<file path="config.mk">
export PLATFORM = sky130hd
export DESIGN_NAME = inst_axi_rd_bridge
export DESIGN_NICKNAME = d
export VERILOG_FILES = /design/src/rtl/inst_axi_pkg.sv /design/src/rtl/inst_addr_fifo.sv /design/src/rtl/inst_axi_rd_bridge.sv
export SDC_FILE = /design/constraint.sdc
export NUM_CORES = 1
export LEC_CHECK = 0
export ABC_AREA = 1
export BUFFER_PORTS_ARGS = -buffer_cell sky130_fd_sc_hd__buf_2
export CORE_MARGIN = 5
export CORE_UTILIZATION = 25
export CTS_BUF_LIST = sky130_fd_sc_hd__clkbuf_8
export DETAILED_ROUTE_END_ITERATION = 6
export GPL_ROUTABILITY_DRIVEN = 1
export MAX_ROUTING_LAYER = met4
export PLACE_DENSITY_LB_ADDON = 0.1
export SYNTH_ARGS = -nofsm -noshare
export SYNTH_HDL_FRONTEND = slang
export SYNTH_HIERARCHICAL = 1
export SYNTH_SLANG_ARGS = --single-unit
</file>
<file path="constraint.sdc">
create_clock -name clk -period 2.7 [get_ports clk]
set_input_delay 0.27 -clock clk [delete_from_list [all_inputs] [get_ports clk]]
set_output_delay 0.27 -clock clk [all_outputs]
set_load 0.02 [all_outputs]
</file>
<file path="src/rtl/inst_axi_pkg.sv">
// Shared AXI4 read-channel constants and response decoding for the instruction fetch bridge.
package inst_axi_pkg;

  localparam logic [1:0] AXI_BURST_INCR = 2'b01;
  localparam logic [2:0] AXI_SIZE_32    = 3'b010;
  localparam logic [2:0] AXI_PROT_INSTR = 3'b100;
  localparam logic [7:0] AXI_LEN_SINGLE = 8'h00;

  typedef enum logic [1:0] {
    RespOkay   = 2'b00,
    RespExokay = 2'b01,
    RespSlverr = 2'b10,
    RespDecerr = 2'b11
  } axi_resp_e;

  // A single-beat read must carry RLAST; a missing one is treated like a slave error.
  function automatic logic resp_is_err(axi_resp_e resp, logic last);
    return (resp == RespSlverr) || (resp == RespDecerr) || !last;
  endfunction

endpackage

</file>
<file path="src/rtl/inst_addr_fifo.sv">
// Small synchronous FIFO holding the addresses of reads that are in flight on AXI.
module inst_addr_fifo #(
  parameter int unsigned Depth = 2,
  parameter int unsigned Width = 32
) (
  input  logic             clk_i,
  input  logic             rst_ni,
  input  logic             push_i,
  input  logic [Width-1:0] wdata_i,
  input  logic             pop_i,
  output logic [Width-1:0] head_o,
  output logic             empty_o,
  output logic             full_o
);

  localparam int unsigned PtrW = (Depth > 1) ? $clog2(Depth) : 1;
  localparam int unsigned CntW = $clog2(Depth + 1);

  logic [Width-1:0] mem_q [Depth];
  logic [PtrW-1:0]  wr_ptr_q, rd_ptr_q;
  logic [CntW-1:0]  cnt_q;
  logic             do_push, do_pop;

  function automatic logic [PtrW-1:0] next_ptr(logic [PtrW-1:0] ptr);
    return (ptr == PtrW'(Depth - 1)) ? '0 : ptr + 1'b1;
  endfunction

  assign empty_o = (cnt_q == '0);
  assign full_o  = (cnt_q == CntW'(Depth));
  assign head_o  = mem_q[rd_ptr_q];
  assign do_push = push_i && !full_o;
  assign do_pop  = pop_i && !empty_o;

  always_ff @(posedge clk_i) begin
    if (do_push) begin
      mem_q[wr_ptr_q] <= wdata_i;
    end
  end

  always_ff @(posedge clk_i or negedge rst_ni) begin
    if (!rst_ni) begin
      wr_ptr_q <= '0;
      rd_ptr_q <= '0;
      cnt_q    <= '0;
    end else begin
      if (do_push) wr_ptr_q <= next_ptr(wr_ptr_q);
      if (do_pop)  rd_ptr_q <= next_ptr(rd_ptr_q);
      if (do_push && !do_pop) begin
        cnt_q <= cnt_q + 1'b1;
      end else if (!do_push && do_pop) begin
        cnt_q <= cnt_q - 1'b1;
      end
    end
  end

endmodule

</file>
<file path="src/rtl/inst_axi_rd_bridge.sv">
// Bridges the 32-bit req/gnt/rvalid instruction fetch port onto AXI4 AR/R channels,
// issuing single-beat reads and reporting bus errors with the faulting address.
module inst_axi_rd_bridge
  import inst_axi_pkg::*;
#(
  parameter int unsigned MAX_OUTSTANDING = 2,
  parameter logic [3:0]  AXI_ID          = 4'h0
) (
  input  logic        clk,
  input  logic        rst_n,
  input  logic        core_axi_i_narrow_req,
  input  logic [31:0] core_axi_i_narrow_addr,
  output logic        core_axi_i_narrow_gnt,
  output logic        core_axi_i_narrow_rvalid,
  output logic [31:0] core_axi_i_narrow_rdata,
  output logic        ar_valid,
  input  logic        ar_ready,
  output logic [31:0] ar_addr,
  output logic [3:0]  ar_id,
  output logic [7:0]  ar_len,
  output logic [2:0]  ar_size,
  output logic [1:0]  ar_burst,
  output logic [2:0]  ar_prot,
  input  logic        r_valid,
  output logic        r_ready,
  input  logic [31:0] r_data,
  input  logic [1:0]  r_resp,
  input  logic        r_last,
  input  logic [3:0]  r_id,
  output logic        bus_err,
  output logic [31:0] bus_err_addr
);

  localparam int unsigned CntW = $clog2(MAX_OUTSTANDING + 1);

  logic [CntW-1:0] cnt_d, cnt_q;
  logic            ar_valid_d, ar_valid_q;
  logic [31:0]     ar_addr_d, ar_addr_q;
  logic            rvalid_q, bus_err_q;
  logic [31:0]     rdata_d, rdata_q;
  logic [31:0]     err_addr_d, err_addr_q;
  logic            gnt, r_hs, err;
  logic [31:0]     fifo_head;
  logic            fifo_empty, fifo_full;
  logic            unused_sigs;

  assign ar_id    = AXI_ID;
  assign ar_len   = AXI_LEN_SINGLE;
  assign ar_size  = AXI_SIZE_32;
  assign ar_burst = AXI_BURST_INCR;
  assign ar_prot  = AXI_PROT_INSTR;

  assign ar_valid                 = ar_valid_q;
  assign ar_addr                  = ar_addr_q;
  assign r_ready                  = (cnt_q != '0);
  assign core_axi_i_narrow_gnt    = gnt;
  assign core_axi_i_narrow_rvalid = rvalid_q;
  assign core_axi_i_narrow_rdata  = rdata_q;
  assign bus_err                  = bus_err_q;
  assign bus_err_addr             = err_addr_q;

  // Responses come back in issue order, so the FIFO count always equals cnt_q.
  assign unused_sigs = ^{r_id, fifo_empty, fifo_full};

  always_comb begin
    gnt = core_axi_i_narrow_req && (!ar_valid_q || ar_ready) &&
          (cnt_q < CntW'(MAX_OUTSTANDING));
    r_hs = r_valid && r_ready;
    err  = r_hs && resp_is_err(axi_resp_e'(r_resp), r_last);

    ar_valid_d = ar_valid_q;
    ar_addr_d  = ar_addr_q;
    if (gnt) begin
      ar_valid_d = 1'b1;
      ar_addr_d  = core_axi_i_narrow_addr;
    end else if (ar_ready) begin
      ar_valid_d = 1'b0;
    end

    cnt_d = cnt_q;
    if (gnt && !r_hs) begin
      cnt_d = cnt_q + 1'b1;
    end else if (!gnt && r_hs) begin
      cnt_d = cnt_q - 1'b1;
    end

    rdata_d    = r_hs ? r_data : rdata_q;
    err_addr_d = err ? fifo_head : err_addr_q;
  end

  always_ff @(posedge clk or negedge rst_n) begin
    if (!rst_n) begin
      cnt_q      <= '0;
      ar_valid_q <= 1'b0;
      ar_addr_q  <= '0;
      rvalid_q   <= 1'b0;
      rdata_q    <= '0;
      bus_err_q  <= 1'b0;
      err_addr_q <= '0;
    end else begin
      cnt_q      <= cnt_d;
      ar_valid_q <= ar_valid_d;
      ar_addr_q  <= ar_addr_d;
      rvalid_q   <= r_hs;
      rdata_q    <= rdata_d;
      bus_err_q  <= err;
      err_addr_q <= err_addr_d;
    end
  end

  inst_addr_fifo #(
    .Depth (MAX_OUTSTANDING),
    .Width (32)
  ) u_addr_fifo (
    .clk_i   (clk),
    .rst_ni  (rst_n),
    .push_i  (gnt),
    .wdata_i (core_axi_i_narrow_addr),
    .pop_i   (r_hs),
    .head_o  (fifo_head),
    .empty_o (fifo_empty),
    .full_o  (fifo_full)
  );

endmodule

</file>
==> results summary <==
The run finished with clean final reports. The pin count of the biggest net entering global routing came out at 68. For this block, the routed nets add up to between 15000 and 20000 um of wire. The mapped cell area came out at just under 7000 um^2. For this design the top-level I/O count stands at 197. The total inserted antenna cells is 0. The post-route worst setup slack came out at 0.619 ns. The yosys synthesis warning count is 6. The pre-CTS setup slack is around 0.92 ns.

The count of flip-flops with a built-in enable after synthesis came out at 64. The most critical setup path has its startpoint at ar_valid. The count of unresolved DRC violations after routing came out at 0. The final critical delay including setup and external delays came out at 2.08 ns. The setup TNS after final layout came out at 0 ns.

In this run the critical register-to-register path is launched from ar_valid. The highest clock frequency the design can meet came out at a little under 0.5 GHz. STA classifies the critical path startpoint as a flop.

The post-route core utilization is 32.8%. The iteration-0 DRC count of the detailed router is around 280. The most frequent cell after synthesis is nand2_1. STA puts the critical path data required time at 2.43 ns. The number of placed instances with taps included is 1152.

The worst setup path is captured at an output port. Clock-pin slew was measured on the worst setup and hold paths at 0.10 ns. Counting every instance in the synthesized netlist gives 660. After detailed placement, the total cell area comes to 7890 um^2. Setup slack on the worst reg-to-reg path comes out at between 0.9 and 1 ns.

The total core area is 26800 um^2. For this design the ratio of total power to cell area is 1100 nW/um^2. The first-pass GRT wire length came out at 29000 um.

The count of filler cells inserted in the layout is 2746. Cells with a size suffix above 1 make up 27.3% of the layout. The share of the yosys chip area belonging to registers is 67.2%. The critical path ends at core_axi_i_narrow_gnt. The die area is slightly above 30000 um^2. Among all flip-flop cells after synthesis, the most frequent one is dfrtp_1. In the post-synthesis netlist, the biggest area contributors are dfrtp_1 39%, edfxtp_1 28%, nand2_1 21%. The detailed-route wire length per cell is 14.7 um. The synthesis-to-finish area growth is 30.0%.

The biggest area contributor in the post-synthesis netlist is dfrtp_1. The die width is 175 um. The number of clock sinks came out at 169. The initial core utilization is 25.2%. The mean number of vias per cell came out at between 3 and 4. For the pin with the worst max-slew slack, the measured transition is 0.762 ns. For this design the static power due to leakage is 4.45 nW. The insertion delay to the later sink of the worst-skew pair is 0.47 ns. The number of antenna violations at the first check in global routing came out at 0.

The biggest fanout along the worst timing path came out at 33. The area of combinational cells with multiple inputs is about 1900 um^2. The synthesized netlist contains 21 unique library cells. The area used by sequential logic in the layout came out at 4550 um^2. The CTS H-tree depth is 4. IR analysis of the VDD net gives a maximum drop of 0.339 mV. The routed layout has approximately 4900 vias. The flip-flop and latch count after synthesis came out at between 150 and 200. The final cycle utilization of the critical path came out at between 70% and 80%. The headroom to the max-slew limit is 49.1%. The fraction of registers with async set/reset is between 60 and 70%. TritonCTS built the clock tree. The floorplan step set the die height to 175 um. After synthesis, the most frequently instantiated cells are 370 x nand2_1, 105 x dfrtp_1, 64 x edfxtp_1.

The count of endpoints failing hold in the final timing report is 0. The remaining antenna violation count after routing came out at 0. In the global route stage, overall resource usage came out at between 10 and 15%. The mean cell area of the mapped netlist came out at 10.3 um^2. The final layout contains 959 nets. The TritonCTS buffer count is 17. Global routing finished with a remaining overflow of 0.

The final-report max-slew violation count is 0. The via count of the first global-routing pass is 4994. The final estimated routing congestion in global placement is ~0.7.

The worst hold margin is about 0.031 ns. The worst setup path is of the flop to output port kind. The share of the synthesized area in the top cell type is 38.8%. The finished cells cover 8790 um^2. The endpoint identified for the worst register-to-register timing path is u_addr_fifo/mem_q[1][11]. Setup repair after global routing left no endpoint under its margin. Detailed placement ended at an HPWL of 11600 um. The number of detailed-route iterations in the first pass is 5.

The final cell count without fillers is 1235. The clock tree buffer depth came out at 2. The number of maximum-capacitance violations came out at 0. The number of rows in the core area is 60. The post-CTS setup-driven buffer insertion count is 0. The class of the most critical hold timing path is input port to flop. The depth of the most critical reg-to-reg path is 6.

The port buffer count came out at around 170. The buffer type at the clock tree root is clkbuf_8. STA puts the critical path data arrival time at 1.81 ns. The design draws 9.67 mW. Setup violations remaining at the end of the flow were counted as 0. The setup clock skew after layout came out at 0.0232 ns.
## area by class of cell
class	count	share of cell area (%)
Tap cell	341	4.85
Clock inverter	15	1.78
Clock buffer	17	2.66
Inverter	19	0.811
Sequential cell	169	51.7
Multi-Input combinational cell	441	21.2
Timing Repair Buffer	233	16.9
## worst max-delay path: stages, from the launching register on
cell,delay [ns]
dfrtp_1,0.39
nand2_1,0.15
nand2_1,0.10
inv_2,0.09
buf_4,0.35
buf_2,0.25
## kinds of logic (layout without fill, tap and decap cells)
group                      Yosys count  count (layout)  synth area share, %
and+or+nand+nor                    415             415                 25.5
adders and majority gates            2               2                0.370
other                                2              20                0.111
xor gates and xnor gates             2               2                0.259
buffers and inverters               68             284                 6.33
DFF                                169             169                 67.2
AOI/OAI and AO/OA                    2               2                0.148
## cell usage in the layout (no fill, tap or decap), types with 4 or more instances in the layout
| cell | n |
|---|---|
| buf_2 | 170 |
| buf_4 | 9 |
| clkbuf_8 | 17 |
| conb_1 | 20 |
| dfrtp_1 | 105 |
| dlygate4sd3_1 | 51 |
| edfxtp_1 | 64 |
| inv_1 | 14 |
| inv_2 | 5 |
| inv_8 | 4 |
| nand2_1 | 369 |
| nand3_1 | 14 |
| nand3_2 | 21 |
## power breakdown
part	switching, mW	total [mW]	internal, mW
Sequential	0.421	4.03	3.60
Clock	1.08	1.77	0.691
Combinational	2.68	3.87	1.19
## state kept, by name (all words and copies together) (netlist names)
signal,cells
u_addr_fifo/mem_q,64
ar_addr,32
bus_err_addr,32
core_axi_i_narrow_rdata,32
cnt_q,2
u_addr_fifo/cnt_q,2
ar_valid,1
bus_err,1
core_axi_i_narrow_rvalid,1
u_addr_fifo/rd_ptr_q,1
u_addr_fifo/wr_ptr_q,1
## worst min path at each step
| stage | from | endpoint | slack (ns) | cells after the start |
|---|---|---|---|---|
| 3_5_place_dp | rst_n | ar_addr[18] | 0.11 | 1 |
| 5_1_grt | core_axi_i_narrow_addr[0] | u_addr_fifo/mem_q[1][0] | 0.003 | 1 |
| 3_3_place_gp | rst_n | ar_addr[18] | 0.11 | 1 |
| 4_1_cts | core_axi_i_narrow_addr[16] | u_addr_fifo/mem_q[0][16] | 0.0001 | 1 |
| 2_1_floorplan | rst_n | ar_addr[0] | -0.03 | 0 |
| 6_report | core_axi_i_narrow_addr[16] | u_addr_fifo/mem_q[0][16] | 0.03 | 1 |
## routing by layer
layer / global-route usage (%) / vias to the layer above / part of all wire [%]
li1: - / 2472 / -
met1: 16.9 / 2216 / 50
met2: 19.3 / 164 / 44
met3: 2.87 / 5 / 5.5
met4: 3.24 / 0 / 0.88
met5: - / - / 0
## timing repair
| action | CTS | global route |
|---|---|---|
| hold buffers | 48 | 3 |
| gates resized for setup | 0 | 0 |
| setup endpoints to repair | 0 | 0 |
| endpoints found under the hold margin | 167 | 6 |
No activity file was read; power rests on OpenSTA's default activity.
